### config.mk
export PLATFORM = sky130hd
export DESIGN_NAME = fifo_sync_flags
export DESIGN_NICKNAME = d
export VERILOG_FILES = /design/src/rtl/fifo_sync_flags.sv
export SDC_FILE = /design/constraint.sdc
export NUM_CORES = 1
export LEC_CHECK = 0
export CAP_MARGIN = 20
export CORE_MARGIN = 5
export CORE_UTILIZATION = 61
export CTS_CLUSTER_DIAMETER = 200
export DETAILED_ROUTE_END_ITERATION = 8
export PLACE_DENSITY = 0.91
export SLEW_MARGIN = 30
export SYNTH_ARGS = -nofsm -noshare
export SYNTH_HDL_FRONTEND = slang
export SYNTH_SLANG_ARGS = --single-unit
### constraint.sdc
create_clock -name CLK_WR -period 3.9 [get_ports CLK_WR]
set_input_delay 0.39 -clock CLK_WR [delete_from_list [all_inputs] [get_ports CLK_WR]]
set_output_delay 0.39 -clock CLK_WR [all_outputs]
set_load 0.005 [all_outputs]
### src/rtl/fifo_sync_flags.sv
`default_nettype none
// ============================================================================
// Module      : fifo_sync_flags
// Description : Single-clock FIFO with power-of-two depth, selectable
//               standard or first-word-fall-through read, fill level with
//               almost-full/almost-empty thresholds, sticky overflow and
//               underflow flags, and a synchronous flush.
// Ports       : CLK_WR       - clock, rising edge
//               RST_WR       - asynchronous reset, active low
//               CLR          - synchronous flush, active high
//               WR_EN/WR_DATA- write request and word
//               RD_EN        - read (standard) or pop (FWFT) request
//               RD_DATA      - read word
//               RD_VALID     - RD_DATA holds a valid word
//               EMPTY/FULL/ALMOST_EMPTY/ALMOST_FULL - level decodes
//               LEVEL        - number of stored words
//               OVERFLOW     - sticky: a write was rejected
//               UNDERFLOW    - sticky: a read was rejected
// Revision    : 1.0 - initial release
// ============================================================================
module fifo_sync_flags #(
    parameter int DATA_WIDTH = 32,
    parameter int ADDR_WIDTH = 2,
    parameter int FWFT       = 0,
    parameter int AFULL_TH   = 3,
    parameter int AEMPTY_TH  = 1
) (
    input  logic                  CLK_WR,
    input  logic                  RST_WR,
    input  logic                  CLR,
    input  logic                  WR_EN,
    input  logic [DATA_WIDTH-1:0] WR_DATA,
    input  logic                  RD_EN,
    output logic [DATA_WIDTH-1:0] RD_DATA,
    output logic                  RD_VALID,
    output logic                  EMPTY,
    output logic                  FULL,
    output logic                  ALMOST_EMPTY,
    output logic                  ALMOST_FULL,
    output logic [ADDR_WIDTH:0]   LEVEL,
    output logic                  OVERFLOW,
    output logic                  UNDERFLOW
);

    localparam int                  c_DEPTH      = 1 << ADDR_WIDTH;
    localparam logic [ADDR_WIDTH:0] c_FULL_LVL   = (ADDR_WIDTH+1)'(c_DEPTH);
    localparam logic [ADDR_WIDTH:0] c_AFULL_LVL  = (ADDR_WIDTH+1)'(AFULL_TH);
    localparam logic [ADDR_WIDTH:0] c_AEMPTY_LVL = (ADDR_WIDTH+1)'(AEMPTY_TH);

    logic [DATA_WIDTH-1:0] r_mem [c_DEPTH];
    logic [ADDR_WIDTH-1:0] r_wptr;
    logic [ADDR_WIDTH-1:0] r_rptr;
    logic [ADDR_WIDTH:0]   r_level;
    logic                  r_overflow;
    logic                  r_underflow;

    logic w_empty;
    logic w_full;
    logic w_rd_acc;
    logic w_wr_acc;

    // Flags depend on the level register only, never on the request inputs.
    assign w_empty      = (r_level == '0);
    assign w_full       = (r_level == c_FULL_LVL);
    assign EMPTY        = w_empty;
    assign FULL         = w_full;
    assign ALMOST_EMPTY = (r_level <= c_AEMPTY_LVL);
    assign ALMOST_FULL  = (r_level >= c_AFULL_LVL);
    assign LEVEL        = r_level;
    assign OVERFLOW     = r_overflow;
    assign UNDERFLOW    = r_underflow;

    // A flush swallows both requests. At full, a simultaneous accepted read
    // frees a slot so the write is still taken.
    assign w_rd_acc = !CLR && RD_EN && !w_empty;
    assign w_wr_acc = !CLR && WR_EN && (!w_full || w_rd_acc);

    // Storage: cleared only by reset, never by flush.
    always_ff @(posedge CLK_WR or negedge RST_WR) begin
        if (!RST_WR) begin
            for (int i = 0; i < c_DEPTH; i++) begin
                r_mem[i] <= '0;
            end
        end else if (w_wr_acc) begin
            r_mem[r_wptr] <= WR_DATA;
        end
    end

    always_ff @(posedge CLK_WR or negedge RST_WR) begin
        if (!RST_WR) begin
            r_wptr      <= '0;
            r_rptr      <= '0;
            r_level     <= '0;
            r_overflow  <= 1'b0;
            r_underflow <= 1'b0;
        end else if (CLR) begin
            r_wptr      <= '0;
            r_rptr      <= '0;
            r_level     <= '0;
            r_overflow  <= 1'b0;
            r_underflow <= 1'b0;
        end else begin
            if (w_wr_acc) begin
                r_wptr <= r_wptr + 1'b1;
            end
            if (w_rd_acc) begin
                r_rptr <= r_rptr + 1'b1;
            end
            case ({w_wr_acc, w_rd_acc})
                2'b10:   r_level <= r_level + 1'b1;
                2'b01:   r_level <= r_level - 1'b1;
                default: r_level <= r_level;
            endcase
            if (WR_EN && !w_wr_acc) begin
                r_overflow <= 1'b1;
            end
            // Includes read+write at empty: the write lands, the read does not.
            if (RD_EN && w_empty) begin
                r_underflow <= 1'b1;
            end
        end
    end

    generate
        if (FWFT != 0) begin : g_fwft
            // Head word is always presented; RD_EN only pops it.
            assign RD_DATA  = r_mem[r_rptr];
            assign RD_VALID = !w_empty;
        end else begin : g_std
            logic [DATA_WIDTH-1:0] r_rd_data;
            logic                  r_rd_valid;

            always_ff @(posedge CLK_WR or negedge RST_WR) begin
                if (!RST_WR) begin
                    r_rd_data  <= '0;
                    r_rd_valid <= 1'b0;
                end else if (CLR) begin
                    r_rd_data  <= '0;
                    r_rd_valid <= 1'b0;
                end else begin
                    r_rd_valid <= w_rd_acc;
                    if (w_rd_acc) begin
                        r_rd_data <= r_mem[r_rptr];
                    end
                end
            end

            assign RD_DATA  = r_rd_data;
            assign RD_VALID = r_rd_valid;
        end
    endgenerate

endmodule
`default_nettype wire

* Word-level counts from Yosys, hierarchy flattened
Index checks and enable logic that the tools add are counted.
** Storage, ports and cells
- Register bits :: 170
- Bits of input ports :: 37
- Output and inout port bits :: 42
** Operators by class
- Add/sub/neg operators :: 4
- Order comparisons :: 5
- Equality and inequality tests :: 3
- Multiplexer cells :: 19
- Bitwise logic cells :: 2
- Reductions and logical operators :: 18
** Operator list (count)
- $mux 32 :: 5
- $bwmux 128 :: 1
- $bmux 32 s2 :: 1
- $demux 32 s2 :: 1
- $mux 2 :: 4
- $reduce_bool 2->1 :: 4
- $logic_and 1x1->1 :: 7
- $ge 3x3->1 const B :: 2
- $not 2->3 :: 2
- $pmux 3 s2 :: 1
- $mux 1 :: 5
- $add 2x1->2 const B :: 2
- $logic_not 1->1 :: 4
- $add 3x1->3 const B :: 1
- $eq 3x3->1 const B :: 1
- $ge 3x2->1 const B :: 1
- $le 3x1->1 const B :: 1
- $logic_not 3->1 :: 1
- $lt 3x1->1 const B :: 1
- $mux 3 :: 1
- $reduce_bool 3->1 :: 1
- $sub 3x1->3 const B :: 1
- $eq 2x1->1 const B :: 1
- $eq 2x2->1 const B :: 1
- $logic_or 1x1->1 :: 1

* Longest topological paths before layout
Gate-level depths: netlist (run 1).
- Word-level depth :: 9
- Mapped depth :: 8
- Depth with buffers taken out :: 6

* Worst setup path after synthesis (run 1)
Ideal clock, no wire load.
- Path type :: register to register
- From :: register r_level[0] (netlist: LEVEL[0])
- To :: register r_mem[100] (netlist name)
- Setup time :: 0.125 ns
- Data arrival time :: 1.799 ns
- Required time :: 3.775 ns
- Setup slack :: 1.976 ns
- Cell stages (with the launch flop) :: 8
- Buffers on the path :: 1
- Clock period less this slack :: 1.924 ns
- Path through :: dfrtp_1 inv_1 ha_1 and3b_1 nor3b_2 nand2_1 buf_6 mux2_2
** On the way
- Cells in the longest elaborated chain, start to end :: 5
- Elaborated cells on any way between the ends :: 7
** RTL lines
- from (decl) :: line 53 : logic [ADDR_WIDTH:0] r_level;
- from (signal assigned) :: line 110 : 2'b10: r_level <= r_level + 1'b1;
- from (signal assigned) :: line 111 : 2'b01: r_level <= r_level - 1'b1;
- from (signal assigned) :: line 112 : default: r_level <= r_level;
- $logic_not 3->1 :: line 63 : assign w_empty = (r_level == '0);
- $logic_not 1->1 :: line 75 : assign w_rd_acc = !CLR && RD_EN && !w_empty;
- $logic_and 1x1->1 :: line 75
- $logic_or 1x1->1 (*) :: line 76 : assign w_wr_acc = !CLR && WR_EN && (!w_full || w_rd_acc);
- $logic_and 1x1->1 (*) :: line 76
- to (signal, indexed assignment) :: line 82 : r_mem[i] <= '0;
- to (signal, indexed assignment) :: line 85 : r_mem[r_wptr] <= WR_DATA;
- to (decl) :: line 50 : logic [DATA_WIDTH-1:0] r_mem [c_DEPTH];
Mark *: on every way between the ends. The rest lies on a longest branch, timed or not.
A chain may end at the register's enable or synchronous reset.

* Final worst setup path (run 1)
- From :: register r_level[0] (netlist: LEVEL[0])
- To :: register r_mem[79] (netlist name)
The elaborated chain is that of the path after synthesis.

==> results of run 1 <==
[through the flow]
step	cell area (µm²)	util	setup WS (ns)
after floorplan	7440	-	1.98
after global placement	8230	0.688	1.08
after detailed placement	8230	0.688	1.00
after CTS	8830	0.738	1.21
after global routing	8830	0.738	1.08
final	8830	0.738	1.19
[metal layers]
metal,global-route usage,vias up
li1,-,1978
met1,0.295,2344
met2,0.393,130
met3,0.0627,22
met4,0.0673,0
met5,0,-
[critical path: stages (launching register included)]
cell and delay [ns]:
dfrtp_1 0.43, inv_1 0.12, ha_1 0.27, and3b_1 0.23, nor3b_2 0.37, nand2_2 0.64, mux2_2 0.51
[final timing paths]
check / endpoint / slack, ns / depth (start not counted)
setup / recovery: r_mem[79]$_DFFE_PN0P_ / 1.19 / 6
hold / removal: RD_DATA[5]$_DFFE_PN0P_ / 0.08 / 1
setup reg to reg: r_mem[79]$_DFFE_PN0P_ / 1.19 / 6
hold reg to reg: r_mem[44]$_DFFE_PN0P_ / 0.50 / 1
max in group asynchronous: r_rptr[1]$_DFFE_PN0P_ / 2.84 / 2
min in group CLK_WR: r_mem[44]$_DFFE_PN0P_ / 0.50 / 1
[logic make-up after synthesis]
kind of cell,count (synthesis),share of synthesized area
adder cells (fa/ha/maj),9,0.0151
AND/OR/NAND/NOR,94,0.0530
AO/OA/AOI/OAI,40,0.0282
flip-flops,170,0.572
multiplexers,161,0.292
buffers and inverters,39,0.0331
XOR/XNOR,6,0.00706
[cell usage in the layout (no fill, tap or decap), types with 2 or more instances in the layout]
cell / instances
dfrtp_2: 2
mux2_2: 128
nand2_1: 65
xor2_1: 2
bufinv_16: 3
clkbuf_8: 5
ha_1: 9
inv_1: 6
nand3_1: 2
nor2_1: 13
a21oi_1: 35
xnor2_1: 4
buf_4: 5
dfrtp_1: 168
clkinv_2: 2
mux4_2: 32
nand2_2: 4
clkbuf_16: 17
clkdlybuf4s50_1: 76
[area by class of cell]
cell class | count | area, µm²
Inverter | 6 | 22.5
Tap cell | 147 | 184
Multi-Input combinational cell | 310 | 2950
Clock inverter | 7 | 116
Clock buffer | 22 | 484
Timing Repair Buffer | 83 | 817
Sequential cell | 170 | 4260
Fill cell | 723 | 3130
[power by group through the flow]
stage / clock network [W] / logic [W] / registers (W)
floorplan: 0 / 0.00135 / 0.00264
global placement: 0 / 0.00180 / 0.00276
detailed placement: 0 / 0.00189 / 0.00284
CTS: 0.00173 / 0.00191 / 0.00282
global route: 0.00181 / 0.00207 / 0.00289
finish: 0.00172 / 0.00189 / 0.00282
[sequential cells by signal (all words and copies together) (netlist names)]
name       cells
UNDERFLOW      1
RD_DATA       32
r_wptr         2
r_rptr         2
RD_VALID       1
LEVEL          3
r_mem        128
OVERFLOW       1
==> flow_metrics.tcl, run 1 <==
set metrics [dict create \
    slew_headroom 0.367 \
    synthCells 519 \
    status "finished, final reports clean" \
    synthToLayoutAreaGrowth_pct 18.7 \
    p_sw_w 0.00181 \
    met2_wirelength_um 8110 \
    port_buffers 78 \
    rsz0062_at_grt "no" \
    grt_max_degree 114 \
    final_cells 745 \
    numCtsBuffers 17 \
    ys.flop_type "dfrtp_1" \
    cp_data_required_time_ns 4.20 \
    synth_top_area_cell "dfrtp_1" \
    die_h_um 120 \
    clkPwrFrac 0.267 \
    grtUsageTotal 0.232 \
    die_w_um 120 \
    gr-total-overflow 0 \
    synthArstFlopShare 1.00 \
    pwr-share-comb 0.294 \
    synth_top_area_share 0.572 \
    power_w 0.00642 \
    hold_viol 0 \
    max_freq_mhz 370 \
    cts_setup_buffers 0 \
    first_pass_iters 4 \
    h-tree-depth 4 \
    dieArea_um2 14500 \
    synth_edf_count 0 \
    place_hpwl_um 9560 \
    vias_per_cell 6.01 \
    setup_tns_ns 0 \
    finalCritPeriodShare 0.694 \
    antenna_found_initial 0 \
    synthesis.nets 565 \
    rows 40 \
    fin_worst_skew_ns 0.00861 \
    powerDensity_nw_per_um2 727 \
    gp_congestion 0.816 \
    crit_start "LEVEL[0]$_DFFE_PN0P_" \
    setup_viol 0 \
    core_area_um2 12000 \
    route.met3.wl_um 886 \
    tightestPinTransition_ns 0.946 \
    wl_met1_um 6500 \
    grt_first_pass_wirelength_um 26000 \
    yosys-top-cells-area "dfrtp_1, mux2_2, mux4_2, nand2_1, a21oi_1" \
    worstSetupPathType "reg -> reg" \
    synth_top_cells_by_count "dfrtp_1, mux2_2, nand2_1" \
    synth_most_common_cell "dfrtp_1" \
    worstPathArrival_ns 3.00 \
    nets 634 \
    synth.distinct_cells 30 \
    cp-start-kind "flip-flop" \
    regToRegStartpoint "LEVEL[0]$_DFFE_PN0P_" \
    post_cts_resized 0 \
    start_util 0.622 \
    grt_pass1_vias 5065 \
    root_buffer "clkbuf_16" \
    min_path_type "in -> async" \
    routed_wl_um 15700 \
    path_max_fanout 32 \
    end_kind "flip-flop" \
    maxCapViolations 0 \
    drtAntennaViolNets 0 \
    ys_seq_area_frac 0.572 \
    final_layout_size_suffix_gt1_frac 0.339 \
    p_leak_nw 3.84 \
    worst_hold_slack_ns 0.0842 \
    clock_latency_ns 0.42 \
    clockBufferDepth 2 \
    top_layer_used "met4" \
    vdd_drop_max_uv 636 \
    wl_per_cell_um 21.1 \
    vias 4474 \
    clkTransAtPathRegs_ns 0.06 \
    dp_cells 716 \
    io_pins 79 \
    fin_crit_ns 2.71 \
    avgSynthCellArea_um2 14.3 \
    antennaDiodeCount 0 \
    ys_seq_elements 170 \
    drc_errors 0 \
    cts_num_sinks 170 \
    swShare 0.282 \
    syn-cell-area_um2 7440 \
    detail_route.iter0.violations 263 \
    cts_tree "yes" \
    ys_warn_count 0 \
    holdBufCountCts 0 \
    slew_viol_final 0 \
    pwr-share-seq 0.439 \
    cellInternalPower_w 0.00461 \
]
No activity file was read; power rests on OpenSTA's default activity.
==> inputs of run 2 (changes only) <==
--- a/config.mk
+++ b/config.mk
@@ -7,10 +7,10 @@
 export LEC_CHECK = 0
 export CAP_MARGIN = 20
 export CORE_MARGIN = 5
-export CORE_UTILIZATION = 61
+export CORE_UTILIZATION = 51
 export CTS_CLUSTER_DIAMETER = 200
 export DETAILED_ROUTE_END_ITERATION = 8
-export PLACE_DENSITY = 0.91
+export PLACE_DENSITY = 0.82
 export SLEW_MARGIN = 30
 export SYNTH_ARGS = -nofsm -noshare
 export SYNTH_HDL_FRONTEND = slang
==> constraint.sdc (replaced) <==
create_clock -name CLK_WR -period 2.35 [get_ports CLK_WR]
set_input_delay 0.235 -clock CLK_WR [delete_from_list [all_inputs] [get_ports CLK_WR]]
set_output_delay 0.235 -clock CLK_WR [all_outputs]
set_load 0.005 [all_outputs]
==> flow_metrics.tcl, run 2 (same netlist as run 1, synthesis figures left out) <==
set metrics [dict create \
    regToRegStartpoint "LEVEL[0]$_DFFE_PN0P_" \
    rows 44 \
    clockBufferDepth 2 \
    vias_per_cell 5.66 \
    p_leak_nw 4.00 \
    worst_r2r_path_depth 8 \
    die_h_um 131 \
    register_area_um2 4260 \
    root_buffer "clkbuf_16" \
    h-tree-depth 4 \
    multiInputGateArea_um2 2970 \
    place_hpwl_um 10900 \
    port_buffers 78 \
    cp_common_cell "inv_1" \
    detail_route.iter0.violations 343 \
    design_area_um2 9180 \
    setup_tns_ns 0 \
    crit_chain "inv_1, ha_2, nand2b_4, inv_1, clkdlybuf4s50_1" \
    wl_per_cell_um 19.9 \
    first_pass_iters 4 \
    mostFrequentLayoutCells "dfrtp_1, mux2_2, clkdlybuf4s50_1, nand2_1, a21oi_1" \
    grtUsageTotal 0.205 \
    gp_congestion 0.733 \
    routed_wl_um 16000 \
    cp_data_required_time_ns 2.12 \
    cpPeakStageDelay_ns 0.52 \
    path_max_fanout 6 \
    drtAntennaViolNets 0 \
    crit_slowest_cell "clkdlybuf4s50_1" \
    regMostFlops "r_mem" \
    end_kind "output pin" \
    clock_latency_ns 0.42 \
    placed_area_um2 8500 \
    worstPathArrival_ns 1.98 \
    synthToLayoutAreaGrowth_pct 23.3 \
    hold_viol 0 \
    worstSetupPathType "reg -> out" \
    min_path_type "in -> async" \
    status "finished, final reports clean" \
    final_layout_size_suffix_gt1_frac 0.364 \
    numCtsBuffers 17 \
    final_util 0.636 \
    max_freq_mhz 451 \
    start_util 0.516 \
    die_w_um 131 \
    slew_viol_final 0 \
    fin_crit_ns 2.22 \
    setup_viol 0 \
    grt_first_pass_wirelength_um 26600 \
    io_pins 79 \
    nets 658 \
    largest_reg_flops 128 \
    worst_hold_slack_ns 0.413 \
    grt_max_degree 74 \
    finalCritPeriodShare 0.943 \
    grt_pass1_vias 5058 \
    powerDensity_nw_per_um2 1190 \
    gr-total-overflow 0 \
    reg2reg_slack_ns 0.15 \
    mostFrequentLayoutCell "dfrtp_1" \
    r2r_end "r_mem[67]$_DFFE_PN0P_" \
    core_area_um2 14400 \
    tightestPinTransition_ns 0.685 \
    vias 4570 \
    power_w 0.0109 \
    antenna_found_initial 0 \
    vdd_drop_max_uv 647 \
    slew_headroom 0.544 \
    cts_num_sinks 170 \
    cp-start-kind "flip-flop" \
    fin_worst_skew_ns 0.00859 \
    antennaDiodeCount 0 \
    nFillCells 1049 \
    maxCapViolations 0 \
    drc_errors 0 \
    rsz0062_at_grt "no" \
    clkTransAtPathRegs_ns 0.06 \
    dieArea_um2 17100 \
    cts_tree "yes" \
]
==> run 2: per-stage QoR <==
step                      worst slack [ns]  cells
after floorplan                      0.426    519
after global placement               0.193    774
after detailed placement            0.0765    774
after CTS                           0.0165    805
after global routing                0.0442    807
final                                0.134    807
==> run 2: layout make-up <==
type,count,share of cell area
clock buffers,22,0.0506
clock inverters,8,0.0183
inverters,6,0.00245
multi-input cells,310,0.324
flip-flops and latches,170,0.464
well taps,184,0.0251
repair buffers,107,0.116
==> run 2: what timing repair did <==
| action | 4_1_cts | 5_1_grt |
|---|---|---|
| setup endpoints to repair | 1 | 62 |
| buffers inserted | 0 | 2 |
| gates resized for setup | 1 | 4 |
| endpoints found under the hold margin | 70 | 0 |
| hold buffers | 1 | 0 |
==> run 2: worst max path at each step <==
| stage | cells after the start | to | from |
|---|---|---|---|
| 2_1_floorplan | 7 | r_mem[100]$_DFFE_PN0P_ | LEVEL[0]$_DFFE_PN0P_ |
| 3_3_place_gp | 6 | r_mem[11]$_DFFE_PN0P_ | RD_EN |
| 3_5_place_dp | 7 | r_mem[10]$_DFFE_PN0P_ | LEVEL[0]$_DFFE_PN0P_ |
| 4_1_cts | 7 | r_mem[10]$_DFFE_PN0P_ | LEVEL[0]$_DFFE_PN0P_ |
| 5_1_grt | 5 | EMPTY | LEVEL[0]$_DFFE_PN0P_ |
| 6_report | 5 | EMPTY | LEVEL[0]$_DFFE_PN0P_ |
==> run 2: routing by layer <==
metal / track usage / routed length [µm] / up-vias
met1: 0.252 / 6490 / 2426
li1: - / - / 2027
met3: 0.0500 / 657 / 18
met4: 0.0708 / 223 / 0
met5: 0 / 0 / -
met2: 0.355 / 8660 / 99
==> run 2: power breakdown <==
part | total, W | switching [W] | internal, W
registers | 0.00453 | 0.000563 | 0.00396
clock network | 0.00298 | 0.00106 | 0.00193
logic | 0.00341 | 0.00136 | 0.00205
total | 0.0109 | 0.00298 | 0.00794
==> run 2: worst max-delay path: cells and delay by family (launching register included) <==
| kind | cells | cell delay [ns] |
|---|---|---|
| and+or+nand+nor | 1 | 0.10 |
| adders and majority gates | 1 | 0.26 |
| buffers and inverters | 3 | 0.77 |
| DFF | 1 | 0.43 |
==> inputs of run 3 (changes only) <==
--- a/config.mk
+++ b/config.mk
@@ -7,10 +7,12 @@
 export LEC_CHECK = 0
 export CAP_MARGIN = 20
 export CORE_MARGIN = 5
-export CORE_UTILIZATION = 51
+export CORE_UTILIZATION = 53
+export CTS_BUF_LIST = sky130_fd_sc_hd__clkbuf_4
 export CTS_CLUSTER_DIAMETER = 200
 export DETAILED_ROUTE_END_ITERATION = 8
-export PLACE_DENSITY = 0.82
+export PLACE_DENSITY = 0.84
+export SKIP_LAST_GASP = 1
 export SLEW_MARGIN = 30
 export SYNTH_ARGS = -nofsm -noshare
 export SYNTH_HDL_FRONTEND = slang
==> flow_metrics.tcl, run 3 (same netlist as run 1, synthesis figures left out) <==
set metrics [dict create \
    fin_crit_ns 2.22 \
    placed_area_um2 8490 \
    path_max_fanout 6 \
    crit_start "LEVEL[1]$_DFFE_PN0P_" \
    routed_wl_um 15800 \
    drtAntennaViolNets 0 \
    critPathTopFamily "buffers and inverters" \
    final_layout_size_suffix_gt1_frac 0.364 \
    cts_num_sinks 170 \
    max_freq_mhz 450 \
    p_leak_nw 3.85 \
    clkTransAtPathRegs_ns 0.13 \
    die_h_um 128 \
    slew_headroom 0.584 \
    numCtsBuffers 17 \
    mostFrequentLayoutCells "dfrtp_1, mux2_2, clkdlybuf4s50_1, nand2_1, a21oi_1" \
    rows 43 \
    largest_reg_flops 128 \
    cp_data_required_time_ns 2.12 \
    start_util 0.538 \
    h-tree-depth 4 \
    place_hpwl_um 10600 \
    crit_chain "inv_2, ha_4, nand2b_4, inv_1, clkdlybuf4s50_1" \
    mostFrequentLayoutCell "dfrtp_1" \
    finalCritPeriodShare 0.945 \
    cp_num_buf_inv 3 \
    antennaDiodeCount 0 \
    setup_tns_ns 0 \
    maxCapViolations 0 \
    core_area_um2 13800 \
    powerDensity_nw_per_um2 1100 \
    drc_errors 0 \
    wl_per_cell_um 19.6 \
    crit_slowest_cell "clkdlybuf4s50_1" \
    gp_congestion 0.740 \
    design_area_um2 8830 \
    nets 656 \
    antenna_found_initial 0 \
    cp-start-kind "flip-flop" \
    final.setup.worst_slack_ns 0.130 \
    slew_viol_final 0 \
    vias_per_cell 5.67 \
    vias 4554 \
    grt_max_degree 68 \
    clockBufferDepth 2 \
    setup_viol 0 \
    worstSetupPathType "reg -> out" \
    cpPeakStageDelay_ns 0.51 \
    worstPathArrival_ns 1.99 \
    port_buffers 78 \
    regMostFlops "r_mem" \
    grt_pass1_vias 5007 \
    fin_worst_skew_ns 0.0134 \
    clock_latency_ns 0.56 \
    first_pass_iters 4 \
    gr-total-overflow 0 \
    status "finished, final reports clean" \
    io_pins 79 \
    root_buffer "clkbuf_4" \
    dieArea_um2 16500 \
    die_w_um 128 \
    end_kind "output pin" \
    grt_first_pass_wirelength_um 26400 \
    nFillCells 979 \
    synthToLayoutAreaGrowth_pct 18.7 \
    regToRegStartpoint "LEVEL[1]$_DFFE_PN0P_" \
    detail_route.iter0.violations 374 \
    vdd_drop_max_uv 709 \
    tightestPinTransition_ns 0.624 \
    grtUsageTotal 0.207 \
    dp_cells 766 \
    final_cells 803 \
    hold_viol 0 \
    post-place-ws_ns 0.150 \
    power_w 0.00969 \
    cts_tree "yes" \
    min_path_type "in -> async" \
]
run 3: cell count changes in the layout (fill, tap and decap cells not counted), sizes merged:
cell / delta
clkinv: +6
buf: -2
dlymetal6s2s: +1
bufinv: -2
clkdlybuf4s50: -1
clkbuf: -2
run 3: path summary, 6_finish.rpt:
check / slack (ns) / to / cells past startpoint
hold reg to reg: 0.51 / OVERFLOW$_DFFE_PN0P_ / 2
max in group asynchronous: 1.35 / r_mem[105]$_DFFE_PN0P_ / 3
setup / recovery: 0.13 / EMPTY / 5
min in group CLK_WR: 0.25 / OVERFLOW$_DFFE_PN0P_ / 3
hold / removal: 0.23 / r_mem[126]$_DFFE_PN0P_ / 2
setup reg to reg: 0.22 / r_mem[46]$_DFFE_PN0P_ / 7
run 3: per-layer routing:
layer	wire (µm)	global-route usage
met5	0	0
met4	244	0.0692
met3	894	0.0523
met2	8320	0.353
met1	6310	0.261
run 3: repair_timing:
action                     4_1_cts  5_1_grt
setup endpoints to repair        1        2
buffers inserted                 1        3
hold buffers                     1        0
gates cloned                     0        0
hold endpoints to repair        63        0
resized for setup                5        3
run 3: area by class of cell:
cell class | count | area, µm² | area share
Clock inverter | 12 | 130 | 0.0147
Clock buffer | 20 | 150 | 0.0170
Multi-Input combinational cell | 310 | 2970 | 0.337
Inverter | 6 | 22.5 | 0.00255
Timing Repair Buffer | 105 | 1070 | 0.121
Tap cell | 180 | 225 | 0.0255
Sequential cell | 170 | 4260 | 0.482
run 3: through the flow:
| step | utilization | hold slack, ns |
|---|---|---|
| 2_1_floorplan | - | -0.0606 |
| 3_3_place_gp | 0.614 | 0.262 |
| 3_5_place_dp | 0.614 | 0.281 |
| 4_1_cts | 0.636 | 0.208 |
| 5_1_grt | 0.639 | 0.234 |
| 6_report | 0.639 | 0.226 |
run 3: power by group:
group | internal (W) | leakage (nW) | switching, W | total (W)
Combinational | 0.00212 | 1.53 | 0.00134 | 0.00346
Sequential | 0.00395 | 2.16 | 0.000615 | 0.00456
Clock | 0.000748 | 0.152 | 0.000922 | 0.00167
Total | 0.00682 | 3.85 | 0.00288 | 0.00969
